[config.mk]
export PLATFORM = sky130hd
export DESIGN_NAME = serial_add_scheduler_flat
export DESIGN_NICKNAME = d
export VERILOG_FILES = /design/src/rtl/serial_add_scheduler_if.sv /design/src/rtl/serial_add_scheduler.sv /design/src/flat_wrapper.sv
export SDC_FILE = /design/constraint.sdc
export NUM_CORES = 1
export LEC_CHECK = 0
export ABC_AREA = 1
export BUFFER_PORTS_ARGS = -buffer_cell sky130_fd_sc_hd__buf_2
export CAP_MARGIN = 10
export CORE_UTILIZATION = 49
export DETAILED_ROUTE_END_ITERATION = 16
export GPL_ROUTABILITY_DRIVEN = 0
export GPL_TIMING_DRIVEN = 0
export PLACE_DENSITY = 0.79
export SYNTH_ARGS = -nofsm -noshare
export SYNTH_HDL_FRONTEND = slang
export SYNTH_SLANG_ARGS = --single-unit
[constraint.sdc]
create_clock -name clk -period 1.1 [get_ports clk]
set_input_delay 0 -clock clk [delete_from_list [all_inputs] [get_ports clk]]
set_output_delay 0 -clock clk [all_outputs]
set_load 0.02 [all_outputs]
[src/rtl/serial_add_scheduler_if.sv]
// Request/grant and result bus shared by the two requesters and the
// bit-serial adder scheduler.
interface serial_add_scheduler_if #(
  parameter int N = 16
);
  logic         req0;
  logic [N-1:0] a0;
  logic [N-1:0] b0;
  logic         cin0;
  logic         req1;
  logic [N-1:0] a1;
  logic [N-1:0] b1;
  logic         cin1;
  logic         gnt0;
  logic         gnt1;
  logic         busy;
  logic         done;
  logic         done_id;
  logic [N-1:0] sum;
  logic         cout;

  modport master (
    output req0, a0, b0, cin0, req1, a1, b1, cin1,
    input  gnt0, gnt1, busy, done, done_id, sum, cout
  );

  modport slave (
    input  req0, a0, b0, cin0, req1, a1, b1, cin1,
    output gnt0, gnt1, busy, done, done_id, sum, cout
  );
endinterface

[src/rtl/serial_add_scheduler.sv]
// Two-port round-robin scheduler around an N-bit bit-serial adder.
// One operation: capture edge, N add edges (LSB first), then a one-cycle
// DONE state before requests are sampled again.
module serial_add_scheduler #(
  parameter int N = 16
) (
  input  logic                  clk,
  input  logic                  rst,
  serial_add_scheduler_if.slave bus
);
  localparam int CW = $clog2(N);

  typedef enum logic [1:0] {
    S_IDLE = 2'd0,
    S_ADD  = 2'd1,
    S_DONE = 2'd2
  } state_t;

  state_t       r_state;
  state_t       w_next;

  logic [N-1:0] r_a;
  logic [N-1:0] r_b;
  logic         r_c;
  logic [N-1:0] r_res;
  logic [CW-1:0] r_cnt;
  logic         r_last;
  logic         r_owner;

  logic         r_gnt0;
  logic         r_gnt1;
  logic         r_done;
  logic         r_done_id;
  logic [N-1:0] r_sum;
  logic         r_cout;

  logic         w_any;
  logic         w_win;
  logic         w_last_add;
  logic         w_s;
  logic         w_cy;
  logic [N-1:0] w_res;

  // A lone requester wins; on a tie the one that did not win last time wins.
  assign w_any      = bus.req0 | bus.req1;
  assign w_win      = (bus.req0 & bus.req1) ? ~r_last : bus.req1;
  assign w_last_add = (r_cnt == CW'(N - 1));

  // One-bit full adder on the operand LSBs and the carry flop.
  assign w_s   = r_a[0] ^ r_b[0] ^ r_c;
  assign w_cy  = (r_a[0] & r_b[0]) | (r_a[0] & r_c) | (r_b[0] & r_c);
  assign w_res = {w_s, r_res[N-1:1]};

  // State register.
  always_ff @(posedge clk or negedge rst) begin
    if (!rst) r_state <= S_IDLE;
    else      r_state <= w_next;
  end

  // Next-state logic; requests only matter in IDLE.
  always_comb begin
    w_next = r_state;
    case (r_state)
      S_IDLE:  if (w_any) w_next = S_ADD;
      S_ADD:   if (w_last_add) w_next = S_DONE;
      S_DONE:  w_next = S_IDLE;
      default: w_next = S_IDLE;
    endcase
  end

  // Capture, serial add datapath and registered outputs.
  always_ff @(posedge clk or negedge rst) begin
    if (!rst) begin
      r_a       <= '0;
      r_b       <= '0;
      r_c       <= 1'b0;
      r_res     <= '0;
      r_cnt     <= '0;
      r_last    <= 1'b1;
      r_owner   <= 1'b0;
      r_gnt0    <= 1'b0;
      r_gnt1    <= 1'b0;
      r_done    <= 1'b0;
      r_done_id <= 1'b0;
      r_sum     <= '0;
      r_cout    <= 1'b0;
    end else begin
      r_gnt0 <= 1'b0;
      r_gnt1 <= 1'b0;
      r_done <= 1'b0;
      case (r_state)
        S_IDLE: begin
          if (w_any) begin
            r_a     <= w_win ? bus.a1   : bus.a0;
            r_b     <= w_win ? bus.b1   : bus.b0;
            r_c     <= w_win ? bus.cin1 : bus.cin0;
            r_cnt   <= '0;
            r_gnt0  <= ~w_win;
            r_gnt1  <= w_win;
            r_owner <= w_win;
            r_last  <= w_win;
          end
        end
        S_ADD: begin
          r_c   <= w_cy;
          r_a   <= r_a >> 1;
          r_b   <= r_b >> 1;
          r_res <= w_res;
          r_cnt <= r_cnt + CW'(1);
          // Last add edge: publish the full result including this bit.
          if (w_last_add) begin
            r_sum     <= w_res;
            r_cout    <= w_cy;
            r_done_id <= r_owner;
            r_done    <= 1'b1;
          end
        end
        default: ;
      endcase
    end
  end

  assign bus.gnt0    = r_gnt0;
  assign bus.gnt1    = r_gnt1;
  assign bus.busy    = (r_state != S_IDLE);
  assign bus.done    = r_done;
  assign bus.done_id = r_done_id;
  assign bus.sum     = r_sum;
  assign bus.cout    = r_cout;
endmodule

[src/flat_wrapper.sv]
// flat-port wrapper written by rule: the top's interface ports become plain ports
module serial_add_scheduler_flat 
#(
  parameter int N = 16
)
  (clk, rst, bus_req0, bus_a0, bus_b0, bus_cin0, bus_req1, bus_a1, bus_b1, bus_cin1, bus_gnt0, bus_gnt1, bus_busy, bus_done, bus_done_id, bus_sum, bus_cout);
  serial_add_scheduler_if #(.N(N)) bus_i ();
  input  logic clk;
  input  logic rst;
  input wire logic [$bits(bus_i.req0)-1:0] bus_req0;
  input wire logic [$bits(bus_i.a0)-1:0] bus_a0;
  input wire logic [$bits(bus_i.b0)-1:0] bus_b0;
  input wire logic [$bits(bus_i.cin0)-1:0] bus_cin0;
  input wire logic [$bits(bus_i.req1)-1:0] bus_req1;
  input wire logic [$bits(bus_i.a1)-1:0] bus_a1;
  input wire logic [$bits(bus_i.b1)-1:0] bus_b1;
  input wire logic [$bits(bus_i.cin1)-1:0] bus_cin1;
  output wire logic [$bits(bus_i.gnt0)-1:0] bus_gnt0;
  output wire logic [$bits(bus_i.gnt1)-1:0] bus_gnt1;
  output wire logic [$bits(bus_i.busy)-1:0] bus_busy;
  output wire logic [$bits(bus_i.done)-1:0] bus_done;
  output wire logic [$bits(bus_i.done_id)-1:0] bus_done_id;
  output wire logic [$bits(bus_i.sum)-1:0] bus_sum;
  output wire logic [$bits(bus_i.cout)-1:0] bus_cout;
  assign bus_i.req0 = bus_req0;
  assign bus_i.a0 = bus_a0;
  assign bus_i.b0 = bus_b0;
  assign bus_i.cin0 = bus_cin0;
  assign bus_i.req1 = bus_req1;
  assign bus_i.a1 = bus_a1;
  assign bus_i.b1 = bus_b1;
  assign bus_i.cin1 = bus_cin1;
  assign bus_gnt0 = bus_i.gnt0;
  assign bus_gnt1 = bus_i.gnt1;
  assign bus_busy = bus_i.busy;
  assign bus_done = bus_i.done;
  assign bus_done_id = bus_i.done_id;
  assign bus_sum = bus_i.sum;
  assign bus_cout = bus_i.cout;
  serial_add_scheduler #(.N(N)) u_core (.clk(clk), .rst(rst), .bus(bus_i));
endmodule
==> impl_results.md, run 1 <==
- Fraction of layout cells with a size suffix above 1: 57.2%
- Synth cell types: 25
- Die W: 90.9 um
- Relative slew slack: 61.1%
- Largest net degree at the start of global routing: 68
- RSZ-0062 raised after global routing: true
- Detailed Route Iter0 Violations: 521
- Final core occ: 90.6%
- Clock transition at path regs: 0.09 ns
- Clk sinks: 77
- Syn_area_per_cell: 7.90 um2
- Pre-CTS setup slack: -0.248 ns
- Setup WS post-layout: -0.295 ns
- Worst path required time: 1.33 ns
- Hpwl dp: 6580 um
- Hold slack: 0.00866 ns
- Final hold violations: 0
- Initial antenna violation count: 0
- Initial Utilization: 50.3%
- First-pass GRT wire length: 20,000 um
- Via density: 6.10
- Min-delay worst type: in -> async
- Post-layout min period: 1.39 ns
- Setup TNS: -14.87 ns
- CP Launch Type: flip-flop
- Cell area after layout: 0.00696 mm2
- CTS tree: built
- Post-route DRC: 0
- DR WL/cell: 23.1 um
- Area Growth Syn to Fin: 79.9%
- Clock Path Buffers: 2
- Core area: 0.00769 mm2
- Tot Pwr: 18.0 mW
- Worst Skew: 0.0190 ns
- Root buf cell: clkbuf_8
- Pwr/cell area: 2590 mW/mm2
- Syn Inst Count: 490
- Yosys warning total: 0
- Worst VDD drop: 1200 uV
- GR peak layer: met2
- Arrival time of the worst setup path: 1.63 ns
- Syn nets: 562
- Achievable Freq: 717 MHz
- Ports: 92
- Vias in the first global route: 4,206
- Final antenna-violating net count: 0
- Max Cap Violations: 0
- Status: finished with violations
- Die Area: 0.00826 mm2
- Post-Place Cells: 683
- Finished Layout Cells: 792
- Syn Std Cell Area: 0.00387 mm2
- Grt met2 use: 55.6%
- First-pass DRT Iterations: 5
- Overflow after GRT: 0
- Placed Area: 0.00461 mm2
- Total CTS buffers: 9
- Worst-margin pin slew: 0.583 ns
- Synth Register Bits: 77
- Worst-path maximum fanout: 5
- Nets: 757
- M3 GR Usage: 5.64%
- Vias: 4,834
- N_diodes: 0
- Die H: 90.9 um
- Clk Latency, worst-skew pair: 0.37 ns
- Max Slew Vio Count: 0
- Final worst path period share: 127%
- Final wirelength: 18,300 um
- Total track usage: 31.0%
- Final setup fails: 78
- Routing usage on met1: 36.4%
- Site Rows: 32
- LEAKAGE: 3.56 nW
- Sequential fraction of the synthesis area: 49.8%
- Failing checks: negative setup slack
- Kind of critical path: reg -> reg
- IO Port Bufs: 90
- CP Capture Type: flip-flop
- H-tree depth: 3
==> per-layer routing <==
metal / vias to the layer above / share of wire (%)
met4: 0 / 8.7
met3: 163 / 8.9
li1: 1945 / -
met5: - / 0
met1: 2299 / 34
met2: 427 / 49
==> cells in the final DEF, fill, tap and decap left out, drive strengths merged <==
master and count:
xnor2 1, dfrtp 76, dfstp 1, nor2 22, fa 1, a21oi 16
inv 84, nand3 137, clkinvlp 1, o21ai 21, dlygate4sd3 43, buf 160
bufinv 1, nand2 100, nand4 1, clkbuf 21, ha 1, clkinv 3
==> sequential cells by signal (all words and copies together) (netlist names) <==
signal	cells
u_core.bus.sum	16
u_core.bus.done	1
u_core.bus.done_id	1
u_core.r_last	1
u_core.bus.gnt0	1
u_core.r_res	15
u_core.r_cnt	4
u_core.r_c	1
u_core.r_owner	1
u_core.bus.gnt1	1
u_core.bus.cout	1
u_core.r_state	2
u_core.r_b	16
u_core.r_a	16
==> what timing repair did <==
item | in CTS | in global routing
pin swaps | 24 | 29
hold buffers | 42 | 1
cloned | 13 | 5
buffers inserted | 24 | 8
hold endpoints to repair | 107 | 1
gates resized for setup | 135 | 203
endpoints found under the setup margin | 78 | 78
==> synth_stat cells (all sizes together) <==
library cell / number / share of area, %
a21oi: 16 / 3.1
buf: 23 / 3.6
nand3: 137 / 18
inv: 85 / 8.2
xnor2: 1 / 0.23
dfrtp: 76 / 49
nand4: 1 / 0.16
dfstp: 1 / 0.68
nor2: 22 / 2.8
clkbuf: 7 / 0.68
nand2: 98 / 9.7
fa: 1 / 0.52
o21ai: 21 / 2.7
ha: 1 / 0.32
==> worst max-delay path: stages (launching register included) <==
cell and delay, ns:
dfrtp_1 0.44, ha_4 0.17, nand3_4 0.11, buf_4 0.21, o21ai_0 0.25, nand2_2 0.08
==> path summary, 6_finish.rpt <==
path                                             start                            end  slack [ns]  depth (start not counted)
max                        u_core.r_cnt[1]$_DFFE_PN0P_  u_core.bus.sum[0]$_DFFE_PN0P_       -0.29                          5
min                                                rst  u_core.bus.sum[5]$_DFFE_PN0P_       0.009                          2
max reg2reg                u_core.r_cnt[1]$_DFFE_PN0P_  u_core.bus.sum[0]$_DFFE_PN0P_       -0.29                          5
min in group clk                             bus_a0[1]      u_core.r_a[1]$_DFFE_PN0P_        0.01                          5
max in group asynchronous                          rst      u_core.r_last$_DFFE_PN1P_        0.48                          3
min reg2reg                u_core.r_res[4]$_DFFE_PN0N_    u_core.r_res[4]$_DFFE_PN0N_        0.51                          2
==> area by class of cell <==
| cell class | count | area [um2] |
|---|---|---|
| Buffer | 30 | 357 |
| Fill cell | 288 | 724 |
| Clock buffer | 12 | 145 |
| Multi-Input combinational cell | 300 | 2430 |
| Clock inverter | 4 | 47.5 |
| Sequential cell | 77 | 1930 |
| Tap cell | 102 | 128 |
| Inverter | 85 | 342 |
| Timing Repair Buffer | 182 | 1580 |
==> logic make-up (layout without fill, tap and decap cells) <==
family	after synthesis	in the layout	share of synthesized area (%)
buf+inv	115	313	12.5
compound gates	37	37	5.85
simple gates	258	260	30.7
flops	77	77	49.8
xor+xnor	1	1	0.226
fa+ha+maj	2	2	0.841
==> where the power goes <==
group | internal [mW] | switching (mW)
registers | 4.20 | 1.31
logic | 4.52 | 5.73
clock network | 1.11 | 1.19
total | 9.82 | 8.22
Power figures use the tool's default switching activity.
==> run 2: changes to the inputs <==
--- a/config.mk
+++ b/config.mk
@@ -6,13 +6,13 @@
 export NUM_CORES = 1
 export LEC_CHECK = 0
 export ABC_AREA = 1
-export BUFFER_PORTS_ARGS = -buffer_cell sky130_fd_sc_hd__buf_2
 export CAP_MARGIN = 10
-export CORE_UTILIZATION = 49
+export CORE_UTILIZATION = 55
 export DETAILED_ROUTE_END_ITERATION = 16
+export DONT_BUFFER_PORTS = 1
 export GPL_ROUTABILITY_DRIVEN = 0
 export GPL_TIMING_DRIVEN = 0
-export PLACE_DENSITY = 0.79
+export PLACE_DENSITY = 0.75
 export SYNTH_ARGS = -nofsm -noshare
 export SYNTH_HDL_FRONTEND = slang
 export SYNTH_SLANG_ARGS = --single-unit
==> run 2 against run 1 <==
Non-clock buffer count is 86 lower. Clock skew is 0.0018 ns lower. Design area decreased by 12%. Largest power group unchanged. Maximum frequency is 2.0% lower. Register-to-register slack got worse by 0.03 ns. Largest cell class unchanged. Routed wire length shrank 10%. Critical endpoint is now u_core.r_b[8]$_DFFE_PN0P_. The flow finishes with violations (negative hold slack, negative setup slack). Critical path depth up 1. Final cell count down 12%.
==> impl_results.md, run 2 (synthesis results as in run 1) <==
- Status: finished with violations (unchanged)
- Failing checks: negative hold slack, negative setup slack (was negative setup slack)
- Vias in the first global route: 4,034 (was 4,206)
- Arrival time of the worst setup path: 1.68 ns (was 1.63 ns)
- Sequential power share: 36.9% (was 30.5%)
- Critical-path top delay cell: dfstp_2 (was dfrtp_1)
- Setup WS post-layout: -0.322 ns (was -0.295 ns)
- Post-route DRC: 0 (unchanged)
- First-pass GRT wire length: 19,300 um (was 20,000 um)
- Overflow after GRT: 0 (unchanged)
- Cells on worst reg2reg path: 6 (was 5)
- Pre-CTS setup slack: -0.259 ns (was -0.248 ns)
- Relative slew slack: 56.6% (was 61.1%)
- Crit path top cell by count: nand3_2
- # hold bufs at CTS: 66 (was 42)
- Tot Pwr: 16.0 mW (was 18.0 mW)
- Fraction of layout cells with a size suffix above 1: 38.8% (was 57.2%)
- Die W: 85.9 um (was 90.9 um)
- Internal power consumption: 8.66 mW (was 9.82 mW)
- Worst Skew: 0.0172 ns (was 0.0190 ns)
- Clock transition at path regs: 0.10 ns (was 0.09 ns)
- Initial Utilization: 57.0% (was 50.3%)
- CP Capture Type: flip-flop (unchanged)
- Hpwl dp: 5830 um (was 6580 um)
- Root buf cell: clkbuf_8 (unchanged)
- Max Slew Vio Count: 0 (unchanged)
- IO Port Bufs: 0 (was 90)
- First-pass DRT Iterations: 6 (was 5)
- Worst path max stage delay: 0.58 ns (was 0.44 ns)
- CP Launch Type: flip-flop (unchanged)
- Initial antenna violation count: 0 (unchanged)
- Min-delay worst type: in -> async (unchanged)
- Clock Path Buffers: 2 (unchanged)
- Nets: 670 (was 757)
- Final core occ: 90.6% (about the same)
- Via density: 6.36 (was 6.10)
- Worst-margin pin slew: 0.651 ns (was 0.583 ns)
- Final worst path period share: 129% (was 127%)
- Reg2reg start: u_core.r_last$_DFFE_PN1P_ (was u_core.r_cnt[1]$_DFFE_PN0P_)
- Total track usage: 34.6% (was 31.0%)
- CP top delay family: simple AND/OR/NAND/NOR gates (was flip-flops)
- Critical path origin: u_core.r_last$_DFFE_PN1P_ (was u_core.r_cnt[1]$_DFFE_PN0P_)
- Max Cap Violations: 0 (unchanged)
- Hold slack: -0.681 ns (was 0.00866 ns)
- Post-layout min period: 1.42 ns (was 1.39 ns)
- Largest net degree at the start of global routing: 78 (was 68)
- Final antenna-violating net count: 0 (unchanged)
- Worst Setup EP: u_core.r_b[8]$_DFFE_PN0P_ (was u_core.bus.sum[0]$_DFFE_PN0P_)
- Final hold violations: 77 (was 0)
- Total CTS buffers: 9 (unchanged)
- Vias: 4,448 (was 4,834)
- Cell count along the critical path: 6 (was 5)
- H-tree depth: 3 (unchanged)
- Final setup fails: 77 (was 78)
- Worst r2r dst: u_core.r_b[8]$_DFFE_PN0P_ (was u_core.bus.sum[0]$_DFFE_PN0P_)
- Most frequent cells in the layout: inv_1, dfrtp_1, nand3_2, dlygate4sd3_1, nand3_1 (was buf_2, inv_1, nand3_2, dfrtp_1, nand3_1)
- Reg2reg setup slack: -0.32 ns (was -0.29 ns)
- Most common cell after layout, fill and taps aside: inv_1 (was buf_2)
- Ports: 92 (unchanged)
- Area Growth Syn to Fin: 59.1% (was 79.9%)
- Final wirelength: 16,400 um (was 18,300 um)
- Worst path required time: 1.36 ns (was 1.33 ns)
- Clock power share: 14.4% (was 12.7%)
- Switching share of total power: 45.9% (was 45.6%)
- Core area: 0.00679 mm2 (was 0.00769 mm2)
- Worst VDD drop: 1460 uV (was 1200 uV)
- Clk Latency, worst-skew pair: 0.37 ns (about the same)
- Site Rows: 30 (was 32)
- Achievable Freq: 703 MHz (was 717 MHz)
- N_diodes: 0 (unchanged)
- Kind of critical path: reg -> reg (unchanged)
- Comb pwr share: 48.6% (was 56.8%)
- Die Area: 0.00738 mm2 (was 0.00826 mm2)
- Critical Path, Cell by Cell: nand2_4, nand2_8, buf_16, nand2_1, nand3_2, nand3_2 (was ha_4, nand3_4, buf_4, o21ai_0, nand2_2)
- Detailed Route Iter0 Violations: 542 (was 521)
- Buffers & Inverters on Critical Path: 1 (unchanged)
- RSZ-0062 raised after global routing: true (unchanged)
- Worst-path maximum fanout: 6 (was 5)
- LEAKAGE: 3.02 nW (was 3.56 nW)
- CTS tree: built (unchanged)
- DR WL/cell: 23.5 um (was 23.1 um)
- Pwr/cell area: 2600 mW/mm2 (was 2590 mW/mm2)
- Die H: 85.9 um (was 90.9 um)
- Clk sinks: 77 (unchanged)
- Sw Pwr: 7.36 mW (was 8.22 mW)
## run 2: cell types whose count changed in the layout (fill, tap and decap cells not counted), sizes merged
cell / previous run / this run
bufbuf: 0 / 1
clkinv: 3 / 0
nand2: 100 / 99
inv: 84 / 88
clkinvlp: 1 / 3
clkbuf: 21 / 16
dlygate4sd3: 43 / 66
buf: 160 / 52
## run 2: area by class of cell
class / count / area (um2)
clock inverters: 7 / 81.3
inverters: 85 / 327
multi-input cells: 299 / 2190
repair buffers: 96 / 1070
clock buffers: 9 / 124
fillers: 249 / 636
flip-flops and latches: 77 / 1930
plain buffers: 30 / 315
well taps: 96 / 120
## run 2: worst min path at each step
stage                                                to  slack [ns]  start
after floorplan             u_core.bus.cout$_DFFE_PN0P_       -0.30    rst
after global placement    u_core.bus.sum[1]$_DFFE_PN0P_       -0.29    rst
after detailed placement  u_core.bus.sum[2]$_DFFE_PN0P_       -0.29    rst
after CTS                 u_core.bus.sum[8]$_DFFE_PN0P_       -0.69    rst
after global routing          u_core.r_a[0]$_DFFE_PN0P_       -0.70    rst
final                     u_core.bus.sum[8]$_DFFE_PN0P_       -0.68    rst
## run 2: timing repair
item,in CTS,in global routing
pin swaps,18,25
setup buffers,14,5
setup endpoints to repair,77,76
endpoints found under the hold margin,110,77
cloned,10,2
gates resized for setup,102,127
## run 2: layer usage
layer	share of wire, %	up-vias	GRT usage (%)
met5	0	-	0
met4	10	0	21.2
met3	11	169	7.80
met2	48	426	59.1
met1	31	2086	39.4
li1	-	1767	-
## run 2: metrics by stage
step                      setup TNS, ns  instance area, um2  cells
final                            -13.74                6160    699
after global routing             -16.85                6160    699
after CTS                         -8.48                5590    692
after detailed placement         -13.30                4120    586
after global placement           -10.89                4120    586
after floorplan                   -1.92                4000    490
## run 2: power groups by stage
stage	combinational, mW	clock [mW]	sequential (mW)
detailed placement	4.29	0	5.55
finish	7.79	2.31	5.92
global route	8.20	2.41	5.99
CTS	5.58	2.25	5.54
global placement	4.14	0	5.50
floorplan	3.46	0	5.34
